$ cat config.mk
export PLATFORM = sky130hd
export DESIGN_NAME = sci_alu_op_sequencer
export DESIGN_NICKNAME = d
export VERILOG_FILES = /design/src/rtl/sci_alu_op_sequencer.sv
export SDC_FILE = /design/constraint.sdc
export NUM_CORES = 1
export LEC_CHECK = 0
export BUFFER_PORTS_ARGS = -buffer_cell sky130_fd_sc_hd__buf_2
export CAP_MARGIN = 20
export CORE_MARGIN = 8
export CORE_UTILIZATION = 55
export DETAILED_ROUTE_END_ITERATION = 7
export PLACE_DENSITY = 0.76
export RECOVER_POWER = 25
export SKIP_LAST_GASP = 1
export SLEW_MARGIN = 20
export SYNTH_ARGS = -nofsm -noshare
export SYNTH_HDL_FRONTEND = slang
export SYNTH_SLANG_ARGS = --single-unit
export TNS_END_PERCENT = 100
$ cat constraint.sdc
create_clock -name clk -period 20.5 [get_ports clk]
set_input_delay 2.05 -clock clk [delete_from_list [all_inputs] [get_ports clk]]
set_output_delay 2.05 -clock clk [all_outputs]
set_load 0.005 [all_outputs]
$ cat src/rtl/sci_alu_op_sequencer.sv
// +----------------------------------------------------------------------------+
// | sci_alu_op_sequencer: sweeps an opcode range over one operand pair through |
// | the latched ALU into a capture FIFO. Option: SCI_ALU_SEQ_ERR_ABORT_EN. R1.0|
// +----------------------------------------------------------------------------+
`default_nettype none

module sci_alu_op_sequencer #(
   parameter int SETTLE_CYCLES = 2,
   parameter int FIFO_DEPTH    = 8
) (
   input  logic                          clk,
   input  logic                          rst_n,
   input  logic                          start,
   input  logic [3:0]                    op_first,
   input  logic [3:0]                    op_last,
   input  logic [63:0]                   a_bits,
   input  logic [63:0]                   b_bits,
   output logic                          busy,
   output logic                          alu_enable,
   output logic [63:0]                   alu_a,
   output logic [63:0]                   alu_b,
   output logic [3:0]                    alu_opcode,
   input  logic [63:0]                   alu_result,
   input  logic                          alu_excep,
   input  logic                          alu_err,
   output logic                          res_valid,
   input  logic                          res_ready,
   output logic [3:0]                    res_opcode,
   output logic [63:0]                   res_data,
   output logic                          res_excep,
`ifdef SCI_ALU_SEQ_ERR_ABORT_EN
   output logic                          res_err,
   output logic [$clog2(FIFO_DEPTH):0]   res_count,
   output logic                          aborted
`else
   output logic                          res_err,
   output logic [$clog2(FIFO_DEPTH):0]   res_count
`endif
);

   localparam int              AW          = $clog2(FIFO_DEPTH);
   localparam int              CW          = (SETTLE_CYCLES > 1) ? $clog2(SETTLE_CYCLES) : 1;
   localparam logic [AW:0]     DEPTH_C     = (AW+1)'(FIFO_DEPTH);
   localparam logic [CW-1:0]   SETTLE_INIT = CW'(SETTLE_CYCLES - 1);

   typedef enum logic [2:0] {
      S_IDLE, S_DRIVE, S_SETTLE, S_CAPTURE, S_STALL, S_DONE
   } state_t;

   state_t         state_q, state_d;
   logic [3:0]     cur_op_q, cur_op_d, last_op_q, last_op_d;
   logic [63:0]    a_q, a_d, b_q, b_d;
   logic [63:0]    alu_a_q, alu_a_d, alu_b_q, alu_b_d;
   logic [3:0]     alu_opcode_q, alu_opcode_d;
   logic           alu_enable_q, alu_enable_d;
   logic           busy_q, busy_d;
   logic [CW-1:0]  cnt_q, cnt_d;
   logic [AW-1:0]  wr_ptr_q, wr_ptr_d, rd_ptr_q, rd_ptr_d;
   logic [AW:0]    count_q, count_d;
   logic [69:0]    mem_q [FIFO_DEPTH];
   logic           push, pop, full_after_pop, stop;
   logic [69:0]    head;
`ifdef SCI_ALU_SEQ_ERR_ABORT_EN
   logic           aborted_q, aborted_d;
`endif

   always_comb begin
      pop            = (count_q != '0) && res_ready;
      // A same-cycle pop frees a slot, so it never forces a stall
      full_after_pop = (count_q == DEPTH_C) && !pop;
`ifdef SCI_ALU_SEQ_ERR_ABORT_EN
      stop           = (cur_op_q == last_op_q) || alu_err;
`else
      stop           = (cur_op_q == last_op_q);
`endif
      state_d      = state_q;
      cur_op_d     = cur_op_q;
      last_op_d    = last_op_q;
      a_d          = a_q;
      b_d          = b_q;
      alu_a_d      = alu_a_q;
      alu_b_d      = alu_b_q;
      alu_opcode_d = alu_opcode_q;
      alu_enable_d = alu_enable_q;
      cnt_d        = cnt_q;
      push         = 1'b0;
      busy_d       = (state_q != S_IDLE) || start;
`ifdef SCI_ALU_SEQ_ERR_ABORT_EN
      aborted_d    = aborted_q;
`endif
      case (state_q)
         S_IDLE: begin
            if (start) begin
               a_d       = a_bits;
               b_d       = b_bits;
               cur_op_d  = op_first;
               last_op_d = op_last;
               state_d   = S_DRIVE;
`ifdef SCI_ALU_SEQ_ERR_ABORT_EN
               aborted_d = 1'b0;
`endif
            end
         end
         S_DRIVE: begin
            alu_opcode_d = cur_op_q;
            alu_a_d      = a_q;
            alu_b_d      = b_q;
            alu_enable_d = 1'b1;
            cnt_d        = SETTLE_INIT;
            state_d      = S_SETTLE;
         end
         S_SETTLE: begin
            if (cnt_q == '0) state_d = S_CAPTURE;
            else             cnt_d   = cnt_q - CW'(1);
         end
         S_CAPTURE: begin
            if (full_after_pop) begin
               state_d = S_STALL;
            end else begin
               push = 1'b1;
`ifdef SCI_ALU_SEQ_ERR_ABORT_EN
               if (alu_err) aborted_d = 1'b1;
`endif
               if (stop) begin
                  state_d = S_DONE;
               end else begin
                  cur_op_d = cur_op_q + 4'd1;
                  state_d  = S_DRIVE;
               end
            end
         end
         S_STALL: begin
            if (count_q != DEPTH_C) state_d = S_CAPTURE;
         end
         S_DONE: begin
            alu_enable_d = 1'b0;
            state_d      = S_IDLE;
         end
         default: state_d = S_IDLE;
      endcase
      count_d  = count_q + (AW+1)'(push) - (AW+1)'(pop);
      wr_ptr_d = wr_ptr_q + AW'(push);
      rd_ptr_d = rd_ptr_q + AW'(pop);
   end

   always_ff @(posedge clk or negedge rst_n) begin
      if (!rst_n) begin
         state_q      <= S_IDLE;
         cur_op_q     <= '0;
         last_op_q    <= '0;
         a_q          <= '0;
         b_q          <= '0;
         alu_a_q      <= '0;
         alu_b_q      <= '0;
         alu_opcode_q <= '0;
         alu_enable_q <= 1'b0;
         busy_q       <= 1'b0;
         cnt_q        <= '0;
         wr_ptr_q     <= '0;
         rd_ptr_q     <= '0;
         count_q      <= '0;
`ifdef SCI_ALU_SEQ_ERR_ABORT_EN
         aborted_q    <= 1'b0;
`endif
      end else begin
         state_q      <= state_d;
         cur_op_q     <= cur_op_d;
         last_op_q    <= last_op_d;
         a_q          <= a_d;
         b_q          <= b_d;
         alu_a_q      <= alu_a_d;
         alu_b_q      <= alu_b_d;
         alu_opcode_q <= alu_opcode_d;
         alu_enable_q <= alu_enable_d;
         busy_q       <= busy_d;
         cnt_q        <= cnt_d;
         wr_ptr_q     <= wr_ptr_d;
         rd_ptr_q     <= rd_ptr_d;
         count_q      <= count_d;
`ifdef SCI_ALU_SEQ_ERR_ABORT_EN
         aborted_q    <= aborted_d;
`endif
      end
   end

   // Storage needs no reset: outputs are masked while the FIFO is empty
   always_ff @(posedge clk) begin
      if (push) mem_q[wr_ptr_q] <= {cur_op_q, alu_result, alu_excep, alu_err};
   end

   assign head       = mem_q[rd_ptr_q];
   assign res_valid  = (count_q != '0);
   assign {res_opcode, res_data, res_excep, res_err} = res_valid ? head : 70'd0;
   assign res_count  = count_q;
   assign busy       = busy_q;
   assign alu_enable = alu_enable_q;
   assign alu_a      = alu_a_q;
   assign alu_b      = alu_b_q;
   assign alu_opcode = alu_opcode_q;
`ifdef SCI_ALU_SEQ_ERR_ABORT_EN
   assign aborted    = aborted_q;
`endif

endmodule

`default_nettype wire

==> flow_metrics.tcl <==
set metrics [dict create \
    layout_commonest_cell "edfxtp_1" \
    post_synthesis_simple_gate_area_fraction_pct 6.230 \
    worst-endpoint-arrival_ps 3310 \
    clock_skew_ps 17.00 \
    cts.root.buffer_cell "clkbuf_16" \
    start_kind "register" \
    timing.critical_path.to_type "output port" \
    path_max_fanout 52 \
    clk-insertion-delay-late_ps 610 \
    hold_path.class "register to register" \
    total_net_switching_power_uw 1715 \
    fmax_mhz 186.5 \
    global_route_wire_length_before_repair_um 109600 \
    synthesis_stage_register_bit_count 844 \
    power_frac_clock_pct 27.1 \
    vias_per_cell 5.550 \
    global_routing_usage_on_met2_pct 35.49 \
    area_growth_syn_to_layout_pct 17.44 \
    fp-row-count 88 \
    cts_tree "yes" \
    stdcell_area_um2 37740 \
    async_reset_ff_share_pct 33.65 \
    synth-edff-count 560 \
    max_cap_violations 1 \
    die_footprint_um2 66410 \
    timing.hold.worst.start "a_q[36]" \
    finalHoldViolCount 0 \
    power_density_nw_per_um2 150.5 \
    ys_seq_area_share_pct 74.45 \
    io-pin-count 415 \
    internal-power_uw 3966 \
    synthesis.area_per_instance_um2 17.50 \
    post_cts_sizing_count 0 \
    grt_antenna_before_repair 21 \
    regToRegStartpoint "state_q[1]" \
    initial_utilization_pct 55.69 \
    detailed_route_iter0_violations 1158 \
    ff2ff_setup_slack_ps 15590 \
    unrepaired_setup_endpoints_after_global_routing "false" \
    placement.io_buffers 414 \
    cts-hold-fix-buffers 0 \
    worst-endpoint-required_ps 18450 \
    area_post_placement_um2 34980 \
    synth_cells 1836 \
    drive_above_1_share_pct 34.12 \
    detail_route.first_pass.iterations 5 \
    core_ar_um2 57700 \
    layout.nets 2486 \
    final_min_period_over_clock_period_pct 26.16 \
    synth.mux.area_fraction_pct 16.62 \
    fraction_of_the_mapped_netlist_area_in_compound_gates_pct 0.3427 \
    synthAdderAreaFrac_pct 0.4906 \
    total_routing_usage_gr_pct 21.44 \
    post_cts.repair.setup_buffers 0 \
    power.combinational.fraction_pct 29.4 \
    power.share.switching_pct 30.19 \
    status "finished, violations left" \
    setup_violations 0 \
    detail_route.wl_per_cell_um 23.10 \
    finalMaxSlewViolations 58 \
    synthDistinctLibCells 40 \
    leakage_uw 0.01509 \
    floorplan.die.width_um 257.7 \
    mappedNetlistArea_um2 32130 \
    routed-via-count 17230 \
    setup-tns-final_ps 0 \
    dp_slack_ps 15360 \
    clock_sink_count 844 \
    drc 0 \
    grt_start_max_net_pins 175 \
    detail-route-antenna-nets 0 \
    syn-num-nets 2054 \
    dieHeight_um 257.7 \
    clkSlewWorstSetupHoldPaths_ps 60 \
    synthFlopType "edfxtp_1" \
    globalRoute.totalOverflow 0 \
    clock_path_buffers 3 \
    violated_checks "max-capacitance violations, max-slew violations" \
    met1_usage_pct 27.11 \
    htreeDepth 3 \
    routed_wirelength_um 71730 \
    number_of_global_route_vias_before_repair 18690 \
    final_cell_mix "edfxtp_1, nand2_1, buf_2" \
    worst_ir_drop_vdd_v 0.00009706 \
    gr-max-usage-layer "met2" \
    worstSetupPathType "register to output port" \
    place.detailed.hpwl_um 43160 \
    slew-limit-headroom_pct -122.3 \
    tightest_slew_ps 3335 \
    final-instance-count-excl-fill 3105 \
    timing.final.crit_period_ps 5363 \
    post-place-cells 2946 \
    globalRouteMet3Util_pct 6.827 \
    seqPwrFrac_pct 43.5 \
    finalWeightedCongestion 0.8143 \
    startpoint "rd_ptr_q[0]" \
    combinational_family_with_the_most_area_after_synthesis "multiplexers" \
    numCtsBuffers 85 \
    synth-warning-count 0 \
    layout_setup_ws_ps 15140 \
    post_synthesis_xor_xnor_area_fraction_pct 0.2453 \
]
==> per-stage QoR <==
stage                     power [uW]  utilization, %  hold slack [ps]
after CTS                       5755           65.49            472.8
after floorplan                 3564               -            440.1
after global routing            5990           65.38            495.1
after detailed placement        4203           60.62            456.5
final                           5681           65.41            467.5
after global placement          4146           60.62            451.2
==> cells by family (layout without fill, tap and decap cells) <==
logic type	after synthesis	after routing
DFF	844	844
and+or+nand+nor	507	507
muxes	342	342
buffers and inverters	106	603
AOI/OAI and AO/OA	16	16
adders and majority gates	12	12
xor gates and xnor gates	9	9
other	0	7
==> flip-flops by register name, indices dropped and copies added (netlist names) <==
name        cells
busy            1
cnt_q           1
cur_op_q        4
alu_enable      1
res_count       4
alu_opcode      4
a_q            64
b_q            64
rd_ptr_q        3
alu_b          64
wr_ptr_q        3
alu_a          64
last_op_q       4
state_q         3
mem_q         560
==> cell usage after synthesis (all sizes together) (2+ instances only) <==
| cell | number | share of area, % |
|---|---|---|
| nor3b | 4 | 0.093 |
| ha | 11 | 0.43 |
| inv | 10 | 0.12 |
| clkbuf | 31 | 0.36 |
| dfrtp | 284 | 22 |
| o21ai | 5 | 0.078 |
| nor4 | 2 | 0.058 |
| nand3 | 4 | 0.062 |
| nand2 | 403 | 4.7 |
| mux2i | 70 | 2.2 |
| a21o | 3 | 0.070 |
| nand2b | 3 | 0.058 |
| mux4 | 140 | 9.8 |
| nor2b | 2 | 0.039 |
| nor4b | 3 | 0.082 |
| xor2 | 7 | 0.19 |
| edfxtp | 560 | 52 |
| nand3b | 3 | 0.11 |
| buf | 65 | 1.1 |
| a21oi | 2 | 0.031 |
| nor2 | 77 | 0.91 |
| xnor2 | 2 | 0.055 |
| mux2 | 132 | 4.6 |
| nor3 | 3 | 0.047 |
==> worst paths after layout <==
kind,end,cells past startpoint
min in group asynchronous,alu_a[49],1
hold reg to reg,a_q[36],2
max in group asynchronous,cur_op_q[2],2
setup reg to reg,alu_a[4],5
setup / recovery,res_data[16],5
hold / removal,a_q[36],2
==> worst max-delay path: stages, from the launching register on <==
cell	delay, ps
dfrtp_4	870
buf_6	670
mux4_2	600
mux2i_1	190
nor2_1	80
buf_2	190
==> power by group through the flow <==
stage / combinational [uW] / clock (uW) / sequential, uW
3_3_place_gp: 1670 / 0 / 2480
3_5_place_dp: 1700 / 0 / 2510
2_1_floorplan: 1140 / 0 / 2420
4_1_cts: 1700 / 1570 / 2480
6_report: 1670 / 1540 / 2470
5_1_grt: 1830 / 1630 / 2530
==> routing by layer <==
layer  up-vias  part of all wire, %
met4        28                  2.2
met1      8836                   39
li1       7656                    -
met3       121                  8.7
met2       592                   50
met5         -                 0.24
==> layout make-up <==
| class | instances | area, um2 |
|---|---|---|
| clock inverters | 37 | 394.1 |
| clock buffers | 115 | 2415 |
| inverters | 10 | 37.54 |
| flip-flops and latches | 844 | 23930 |
| fillers | 3968 | 19960 |
| repair buffers | 441 | 2231 |
| multi-input cells | 886 | 7751 |
| well taps | 765 | 957.2 |
| diodes | 7 | 17.52 |
No activity file was read; power rests on OpenSTA's default activity.
